File: config.mk
export PLATFORM = sky130hd
export DESIGN_NAME = fb_swap_ctrl
export DESIGN_NICKNAME = d
export VERILOG_FILES = /design/src/rtl/fb_swap_ctrl.sv
export SDC_FILE = /design/constraint.sdc
export NUM_CORES = 1
export LEC_CHECK = 0
export ABC_AREA = 1
export BUFFER_PORTS_ARGS = -buffer_cell sky130_fd_sc_hd__clkbuf_2
export CELL_PAD_IN_SITES_DETAIL_PLACEMENT = 0
export CELL_PAD_IN_SITES_GLOBAL_PLACEMENT = 1
export CORE_ASPECT_RATIO = 0.8
export CORE_MARGIN = 2
export CORE_UTILIZATION = 42
export DETAILED_ROUTE_END_ITERATION = 12
export GPL_ROUTABILITY_DRIVEN = 1
export GPL_TIMING_DRIVEN = 0
export PLACE_DENSITY_LB_ADDON = 0.1
export SKIP_CTS_REPAIR_TIMING = 1
export SLEW_MARGIN = 5
export SYNTH_ARGS = -nofsm -noshare
export SYNTH_HDL_FRONTEND = slang
export SYNTH_SLANG_ARGS = --single-unit
File: constraint.sdc
create_clock -name clk -period 3.62 [get_ports clk]
set_clock_uncertainty 0.2 [all_clocks]
set_input_delay 0 -clock clk [delete_from_list [all_inputs] [get_ports clk]]
set_output_delay 0 -clock clk [all_outputs]
set_load 0.02 [all_outputs]
File: src/rtl/fb_swap_ctrl.sv
// fb_swap_ctrl: double-buffer swap sequencer; clears buffers, gates rendering, swaps on vblank rising edge.
module fb_swap_ctrl #(
  parameter int FRAME_CNT_WIDTH = 16,
  parameter bit INIT_CLEAR_BOTH = 1'b1
) (
  input  logic                       clk,
  input  logic                       rst,
  input  logic                       render_done,
  input  logic                       vblank,
  input  logic [1:0]                 fb_clearing,
  output logic [1:0]                 fb_clear,
  output logic                       front_sel,
  output logic                       back_sel,
  output logic                       render_start,
  output logic                       busy_clear,
  output logic [FRAME_CNT_WIDTH-1:0] frame_count,
  output logic [FRAME_CNT_WIDTH-1:0] late_frames
);
  typedef enum logic [2:0] {
    INIT_REQ, INIT_ARM, INIT_WAIT, CLR_REQ, CLR_ARM, CLR_WAIT, RENDER, WAIT_VBL
  } state_t;
  localparam state_t RST_STATE = INIT_CLEAR_BOTH ? INIT_REQ : CLR_REQ;
  state_t state, state_nx;
  logic vblank_q;
  logic vbl_rise;
  logic front_clearing;
  logic back_clearing;
  assign vbl_rise       = vblank & ~vblank_q;
  assign back_sel       = ~front_sel;
  assign front_clearing = fb_clearing[front_sel];
  assign back_clearing  = fb_clearing[back_sel];
  always_ff @(posedge clk or posedge rst) begin
    if (rst) state <= RST_STATE;
    else     state <= state_nx;
  end
  always_ff @(posedge clk or posedge rst) begin
    if (rst) begin
      vblank_q    <= 1'b0;
      front_sel   <= 1'b0;
      frame_count <= '0;
      late_frames <= '0;
    end else begin
      vblank_q <= vblank;
      if (state == WAIT_VBL && vbl_rise) begin
        front_sel   <= ~front_sel;
        frame_count <= frame_count + 1'b1;
      end
      if (state == RENDER && vbl_rise && !render_done && late_frames != '1)
        late_frames <= late_frames + 1'b1;
    end
  end
  always_comb begin
    state_nx = state;
    case (state)
      INIT_REQ:  state_nx = INIT_ARM;
      INIT_ARM:  state_nx = front_clearing ? INIT_WAIT : INIT_ARM;
      INIT_WAIT: state_nx = front_clearing ? INIT_WAIT : CLR_REQ;
      CLR_REQ:   state_nx = CLR_ARM;
      CLR_ARM:   state_nx = back_clearing ? CLR_WAIT : CLR_ARM;
      CLR_WAIT:  state_nx = back_clearing ? CLR_WAIT : RENDER;
      RENDER:    state_nx = render_done ? WAIT_VBL : RENDER;
      WAIT_VBL:  state_nx = vbl_rise ? CLR_REQ : WAIT_VBL;
      default:   state_nx = RST_STATE;
    endcase
  end
  // Clear requests are Mealy on rst so nothing leaks out while reset holds the FSM in a request state.
  always_comb begin
    fb_clear     = rst                 ? 2'b00 :
                   state == INIT_REQ   ? (front_sel ? 2'b10 : 2'b01) :
                   state == CLR_REQ    ? (back_sel  ? 2'b10 : 2'b01) : 2'b00;
    render_start = state == CLR_WAIT && !back_clearing;
    busy_clear   = state != RENDER && state != WAIT_VBL;
  end
endmodule

==> key figures, run 1 <==
Synth
  – Syn Area/Cell: slightly above 7 sq um
  – Post-synth top area cell: dfrtp_1
  – Post-Synth XOR/XNOR Area: 6.48%
  – Cell Area, Synth: ~0.0022 sq mm
  – Cell count after synthesis: between 300 and 400
  – Yosys warning count: 0
  – Synth Area in Adders: 1.16%
  – Simple-gate portion of the synthesized area: a little under two fifths
  – Mux contribution to synthesized area: 0%
  – Combinational family with the most area after synthesis: simple AND/OR/NAND/NOR gates
  – Synth cell types: 27
  – Post-Syn Nets: 309
  – Largest cells by area after synthesis: dfrtp_1 (43%), nand2_1 (20%), inv_1 (6.4%), nand3_1 (5.8%), nor2_1 (5.6%)
  – Post-synthesis compound-gate area fraction: 3.88%
  – Seq/Total Area, Yosys: 42.8%
  – Synth Register Bits: 37
  – Yosys top cell area share: 42.8%

Routing
  – Vias per cell: 4.68
  – DRC: 0
  – DRT Pass-1 Iters: 4
  – Avg WL per Cell: 11.4 um
  – Total wire length: roughly 4800 um
  – Antenna viol nets, final: 0
  – Vias: ~2,000
  – Iter 0 DRT Violations: 109

Setup path
  – CP Max Fanout: 7
  – Crit start category: register
  – Required time worst endpoint: 3.59 ns
  – Arrival time worst endpoint: about 2.3 ns
  – R2r setup slk: approximately 1.3 ns
  – Reg2reg path depth: 7
  – Crit-path leading delay family: buffers and inverters
  – Worst Path Buf+Inv: 3
  – Worst r2r src: front_sel$_DFFE_PP0P_
  – Stages on the worst setup path: 7
  – Worst r2r dst: state[1]$_DFF_PP0_
  – Worst setup path end: state[1]$_DFF_PP0_
  – Crit-path slowest cell: dlygate4sd3_1
  – Crit path kind: reg -> reg
  – Crit. End Element: register
  – CP startpoint: front_sel$_DFFE_PP0P_
  – Crit-path cells: inv_1 > nand2_1 > nand2_1 > dlygate4sd3_1 > a21oi_1 > nand3_1 > dlygate4sd3_1
  – Max incr delay on CP: 0.57 ns

Clocking
  – CTS tree: yes
  – Clk pin slew, worst setup/hold paths: 0.07 ns
  – CTS Buf Count: 5
  – Clock Sinks: 37
  – H-Tree Depth: 2
  – Clk buf depth: 2
  – Worst-Skew Late Latency: 0.28 ns
  – Root Buffer: clkbuf_8

STA
  – Final max-slew violation count: 0
  – Slew Limit Headroom: 47.4%
  – Final WS setup: 1.25 ns
  – Least-Margin Pin Slew: 0.788 ns
  – RSZ-0062 raised after global routing: false
  – Setup TNS: 0 ns
  – Final setup viols: 0
  – Final Cycle Share: 65.4%
  – Min Clock Period, post-route: 2.37 ns
  – Fmax: 423 MHz
  – Final Hold Vio Count: 0

Placement
  – Gp weighted congestion: about 0.77
  – Dpl ws: 1.74 ns
  – HPWL after DPL: 3540 um
  – I/O Buffers: 43

Power
  – Gate power share: 38.2%
  – Int Power: 0.842 mW
  – Leakage: 1.38 nW
  – Part of the power in the clock network: 19.5%
  – Sequential Power Share: ~42%
  – Switching pwr: 0.594 mW
  – Worst vdd ir: 0.349 mV
  – Sw Ratio: around two fifths
  – PD cells: 551 mW/mm^2

Floorplan
  – Area of the core: 0.00498 sq mm
  – FP Rows: 23
  – Io pins: 44
  – Die area: between 0.005 and 0.006 sq mm
  – Initial Util: 43.4%
  – Die height: 68.2 um
  – Die width: 84.2 um

Global routing
  – GRT Overall Usage: 18.1%
  – Global-route wire length before repair: just over 8000 um
  – Largest net degree at the start of global routing: 38
  – Vias in the first global route: 1,744
  – Initial antenna violation count: 0
  – Grt ovf: 0

Min path
  – Type of the worst min-delay path: in -> reg

Final layout
  – Sequential Area: 926 sq um
  – Area delta synth->final: 20.6%
  – Commonest non-fill, non-tap cell in the layout: nand2_1
  – Fillers: 531
  – Multi-input logic area: roughly 0.0010 sq mm
  – Layout cell share with drive strength beyond 1: 18.9%
  – N_diodes: 0
  – Final net count: 366
  – Most frequent cells in the layout: nand2_1 (113), clkbuf_2 (43), dfrtp_1 (37)

Run
  – Total of max-cap violations: 0

Run status
  – Status: finished, final reports clean
-- how the worst min path moves through the flow --
stage	from	to	slack [ns]	cells after the start
floorplan	vblank	vblank_q$_DFF_PP0_	-0.17	0
global placement	vblank	vblank_q$_DFF_PP0_	-0.04	1
detailed placement	vblank	vblank_q$_DFF_PP0_	-0.04	1
CTS	vblank	vblank_q$_DFF_PP0_	-0.35	1
global route	vblank	vblank_q$_DFF_PP0_	0.20	2
finish	vblank	vblank_q$_DFF_PP0_	0.20	2
-- registers in the layout (all words and copies together) (netlist names) --
register / cells
vblank_q: 1
state: 3
front_sel: 1
frame_count: 16
late_frames: 16
-- Yosys cell counts, drive strengths merged --
| library cell | n |
|---|---|
| nand2 | 114 |
| inv | 40 |
| nor2 | 39 |
| dfrtp | 37 |
| nand3 | 26 |
| xor2 | 13 |
| o21ai | 7 |
| nand4 | 6 |
| buf | 4 |
| a21oi | 3 |
| xnor2 | 3 |
| ha | 2 |
| nand3b | 2 |
| o21bai | 2 |
| a211oi | 1 |
| nor3 | 1 |
| o211ai | 1 |
-- power by group through the flow --
stage | Combinational [mW] | Clock [mW] | Sequential, mW
finish | 0.549 | 0.280 | 0.607
global route | 0.619 | 0.316 | 0.626
CTS | 0.513 | 0.293 | 0.608
detailed placement | 0.511 | 0 | 0.616
global placement | 0.506 | 0 | 0.614
floorplan | 0.289 | 0 | 0.677
-- layout make-up --
cell class	count	share of cell area [%]
Multi-Input combinational cell	220	40.1
Sequential cell	37	35.5
Timing Repair Buffer	50	10.9
Inverter	40	5.95
Tap cell	62	2.98
Clock buffer	6	2.78
Buffer	4	1.34
Clock inverter	2	0.384
-- cell families after synthesis --
logic type | after synthesis
AO/OA/AOI/OAI | 14
flip-flops | 37
adder cells (fa/ha/maj) | 2
buffers and inverters | 44
AND/OR/NAND/NOR | 188
XOR/XNOR | 16
-- routing by layer --
metal  vias up  routed length (um)  global-route usage [%]
li1       1039                   -                       -
met1       896                2590                    26.6
met2        34                1960                    25.9
met3         2                 225                    4.34
met4         0                  30                    6.25
met5         -                   0                       0
-- stage by stage --
| step | std cells | utilization, % | power, mW | instance area, sq um | hold WS (ns) |
|---|---|---|---|---|---|
| finish | 421 | 52.4 | 1.44 | 2610 | 0.202 |
| global route | 421 | 52.4 | 1.56 | 2610 | 0.196 |
| CTS | 414 | 51.0 | 1.41 | 2540 | -0.346 |
| detailed placement | 406 | 49.3 | 1.13 | 2450 | -0.0443 |
| global placement | 406 | 49.3 | 1.12 | 2450 | -0.0427 |
| floorplan | 301 | - | 0.966 | 2160 | -0.169 |
Power figures use the tool's default switching activity.
==> inputs of run 2 (changes only) <==
Settings changed: ABC_AREA 1 to 0, CORE_UTILIZATION 42 to 37.
Clock period 3.62 ns to 2 ns, I/O delays scaled along.
==> run 2 against run 1 <==
Net effect:
- the run now ends with hold timing left
- power grew 76%
- clock power rose to 2.8 times the previous value
- sequential power grew 64%
- setup slack got worse by 1.2 ns
- critical path type unchanged
- hold slack got worse by 0.25 ns
- non-clock buffer count up 2
- routed wire length is 14% lower
- cell count is 30% lower
- design area decreased by 7.1%
- die area fell by 0.64%
==> key figures, run 2 <==
Run status
  – Status: finished with violations
  – Failing checks: hold timing

Synth
  – Syn Area/Cell: 10.7 sq um (+49%)
  – Post-synth top area cell: dfrtp_1
  – Top cells by count, synth: dfrtp_1 (37), xor2_1 (20), nand2_1 (15), nor2_1 (11), xnor2_1 (11)
  – Post-Syn Nets: 185 (-40%)
  – Seq/Total Area, Yosys: 48.9% (+6.1 points)
  – Largest cells by area after synthesis: dfrtp_1 (49%), xor2_1 (9.3%), xnor2_1 (5.1%), nand2_1 (3.0%), nand4_1 (2.6%)
  – EDFF count, synth: 0 (unchanged)
  – Yosys warning count: 0 (unchanged)
  – Share of async-settable or async-resettable flops after synthesis: 100% (unchanged)
  – Cell count after synthesis: 177 (-41%)
  – Synth cell types: 35 (+30%)
  – Top_reg_cell synth: dfrtp_1
  – Most frequent cell after synthesis: dfrtp_1
  – Yosys top cell area share: 48.9% (+6.1 points)
  – Cell Area, Synth: 0.00189 sq mm (-13%)
  – Synth Register Bits: 37 (unchanged)

Routing
  – Avg WL per Cell: 14.0 um (+23%)
  – Total wire length: 4160 um (-14%)
  – Iter 0 DRT Violations: 61 (-44%)
  – DRC: 0 (unchanged)
  – Vias per cell: 5.12 (+9.4%)
  – DRT Pass-1 Iters: 4 (unchanged)
  – Antenna viol nets, final: 0 (unchanged)
  – Vias: 1,516 (-23%)

STA
  – Final Hold Vio Count: 1 (+1)
  – Final max-slew violation count: 0 (unchanged)
  – WHS: -0.0463 ns (-0.248 ns)
  – Slew Limit Headroom: 47.7% (+0.24 points)
  – Final Cycle Share: 95.0% (+30 points)
  – Min Clock Period, post-route: 1.90 ns (-0.466 ns)
  – Final setup viols: 0 (unchanged)
  – RSZ-0062 raised after global routing: false
  – Fmax: 526 MHz (+25%)
  – Least-Margin Pin Slew: 0.784 ns (-0.00357 ns)
  – Final WS setup: 0.100 ns (-1.15 ns)

Power
  – Leakage: 1.27 nW (-8.0%)
  – PD cells: 1050 mW/mm^2 (+90%)
  – Worst vdd ir: 0.533 mV (+53%)
  – Final Total Pwr: 2.53 mW (+76%)

Floorplan
  – Die width: 83.9 um (-0.32%)
  – FP Rows: 23 (unchanged)
  – Die height: 68.0 um (-0.32%)
  – Initial Util: 38.0% (-5.4 points)
  – Area of the core: 0.00498 sq mm (unchanged)
  – Die area: 0.00570 sq mm (-0.64%)
  – Io pins: 44 (unchanged)

Setup path
  – CP Max Fanout: 6 (-1)
  – Arrival time worst endpoint: 1.90 ns (-0.43 ns)
  – R2r setup slk: 0.10 ns (-1.15 ns)
  – Crit-path slowest cell: or4_4
  – Crit start category: register
  – Crit-path cells: buf_6 > nand4b_4 > or4_4 > buf_6 > nor3_4 > xor2_1
  – Worst r2r dst: frame_count[11]$_DFFE_PP0P_
  – CP dominant cell by count: buf_6
  – Crit-path leading delay family: simple AND/OR/NAND/NOR gates
  – Worst r2r src: state[2]$_DFF_PP0_
  – Worst setup path end: frame_count[11]$_DFFE_PP0P_
  – Worst Path Buf+Inv: 2 (-1)
  – Stages on the worst setup path: 6 (-1)
  – Crit path kind: reg -> reg
  – CP startpoint: state[2]$_DFF_PP0_
  – Reg2reg path depth: 6 (-1)
  – Required time worst endpoint: 2.00 ns (-1.59 ns)
  – Crit. End Element: register
  – Max incr delay on CP: 0.53 ns (-0.04 ns)

Global routing
  – Grt ovf: 0 (unchanged)
  – Largest net degree at the start of global routing: 38 (unchanged)
  – Initial antenna violation count: 0 (unchanged)
  – Global-route wire length before repair: 6910 um (-15%)
  – Vias in the first global route: 1,454 (-17%)
  – GRT Overall Usage: 15.4% (-2.7 points)

Final layout
  – Regs by FF count: frame_count: 16 flops, late_frames: 16 flops, state: 3 flops
  – Layout cell share with drive strength beyond 1: 34.6% (+16 points)
  – Area delta synth->final: 28.0%
  – Most frequent cells in the layout: clkbuf_2 (45), dfrtp_1 (37), xor2_1 (20)
  – Cell area after layout: 0.00242 sq mm (-7.1%)
  – Final net count: 241 (-34%)
  – Commonest non-fill, non-tap cell in the layout: clkbuf_2
  – N_diodes: 0 (unchanged)

Clocking
  – Root Buffer: clkbuf_8
  – H-Tree Depth: 2 (unchanged)
  – Clock Sinks: 37 (unchanged)
  – Clk pin slew, worst setup/hold paths: 0.07 ns (about the same)
  – Worst-Skew Late Latency: 0.29 ns (about the same)
  – CTS tree: yes
  – CTS Buf Count: 5 (unchanged)
  – Clk buf depth: 2 (unchanged)

Run
  – Total of max-cap violations: 0 (unchanged)

Placement
  – I/O Buffers: 43 (unchanged)
  – Dpl ws: -0.179 ns (-1.92 ns)
  – Gp weighted congestion: 0.759 (-1.6%)
  – Placed instance area: 0.00218 sq mm (-11%)
  – HPWL after DPL: 2970 um (-16%)

Min path
  – Hold path cells: 4 (+2)
  – Type of the worst min-delay path: in -> reg
[run 2: cell types whose count changed in the layout (fill, tap and decap cells not counted), sizes merged, moves of 4 or more]
cell         before  now
dlygate4sd3       7    3
o21ai             7    2
xor2             13   20
nor4              0    5
nor2             39   11
nand3            26    9
xnor2             3   11
and3              0    4
nand2           114   15
mux2              0    4
nor3              1   13
inv              40    9
[run 2: worst min path at each step]
stage                     slack [ns]            from            endpoint
after global routing           0.005  fb_clearing[0]  state[0]$_DFF_PP0_
final                          -0.05  fb_clearing[0]  state[0]$_DFF_PP0_
after CTS                      -0.33          vblank  vblank_q$_DFF_PP0_
after detailed placement       -0.03          vblank  vblank_q$_DFF_PP0_
after global placement         -0.03          vblank  vblank_q$_DFF_PP0_
after floorplan                -0.17          vblank  vblank_q$_DFF_PP0_
[run 2: power breakdown]
group          total, mW  switching, mW  internal, mW
clock network      0.770          0.275         0.496
logic              0.770          0.465         0.305
registers          0.994          0.137         0.857
total               2.53          0.876          1.66
[run 2: layout make-up]
cell class | instances | area, sq um
Tap cell | 62 | 77.6
Clock buffer | 5 | 68.8
Fill cell | 476 | 2560
Sequential cell | 37 | 926
Clock inverter | 3 | 65.1
Buffer | 6 | 45.0
Timing Repair Buffer | 50 | 275
Inverter | 9 | 33.8
Multi-Input combinational cell | 124 | 930
[run 2: cell families (layout without fill, tap and decap cells)]
family,after synthesis,after routing,synth area share [%]
AOI/OAI and AO/OA,8,8,2.51
xor gates and xnor gates,31,31,14.4
adders and majority gates,3,3,1.85
buffers and inverters,16,73,4.10
DFF,37,37,48.9
muxes,4,4,2.38
and+or+nand+nor,78,78,25.9
[run 2: through the flow]
step | setup TNS, ns | utilization (%) | std cells
2_1_floorplan | 0 | - | 177
3_3_place_gp | -0.399 | 43.9 | 282
3_5_place_dp | -0.704 | 43.9 | 282
4_1_cts | -0.835 | 46.6 | 290
5_1_grt | 0 | 48.6 | 296
6_report | 0 | 48.6 | 296
[run 2: worst reg2reg max path, stage by stage, from the launching register on]
cell      delay [ns]
dfrtp_1         0.34
buf_6           0.11
nand4b_4        0.11
or4_4           0.53
buf_6           0.16
nor3_4          0.18
xor2_1          0.18
[run 2: per-layer routing]
| layer | track usage [%] | up-vias | wire, um |
|---|---|---|---|
| li1 | - | 727 | - |
| met1 | 20.7 | 750 | 2070 |
| met2 | 24.2 | 35 | 1910 |
| met3 | 3.98 | 4 | 151 |
| met4 | 6.05 | 0 | 28 |
| met5 | 0 | - | 0 |
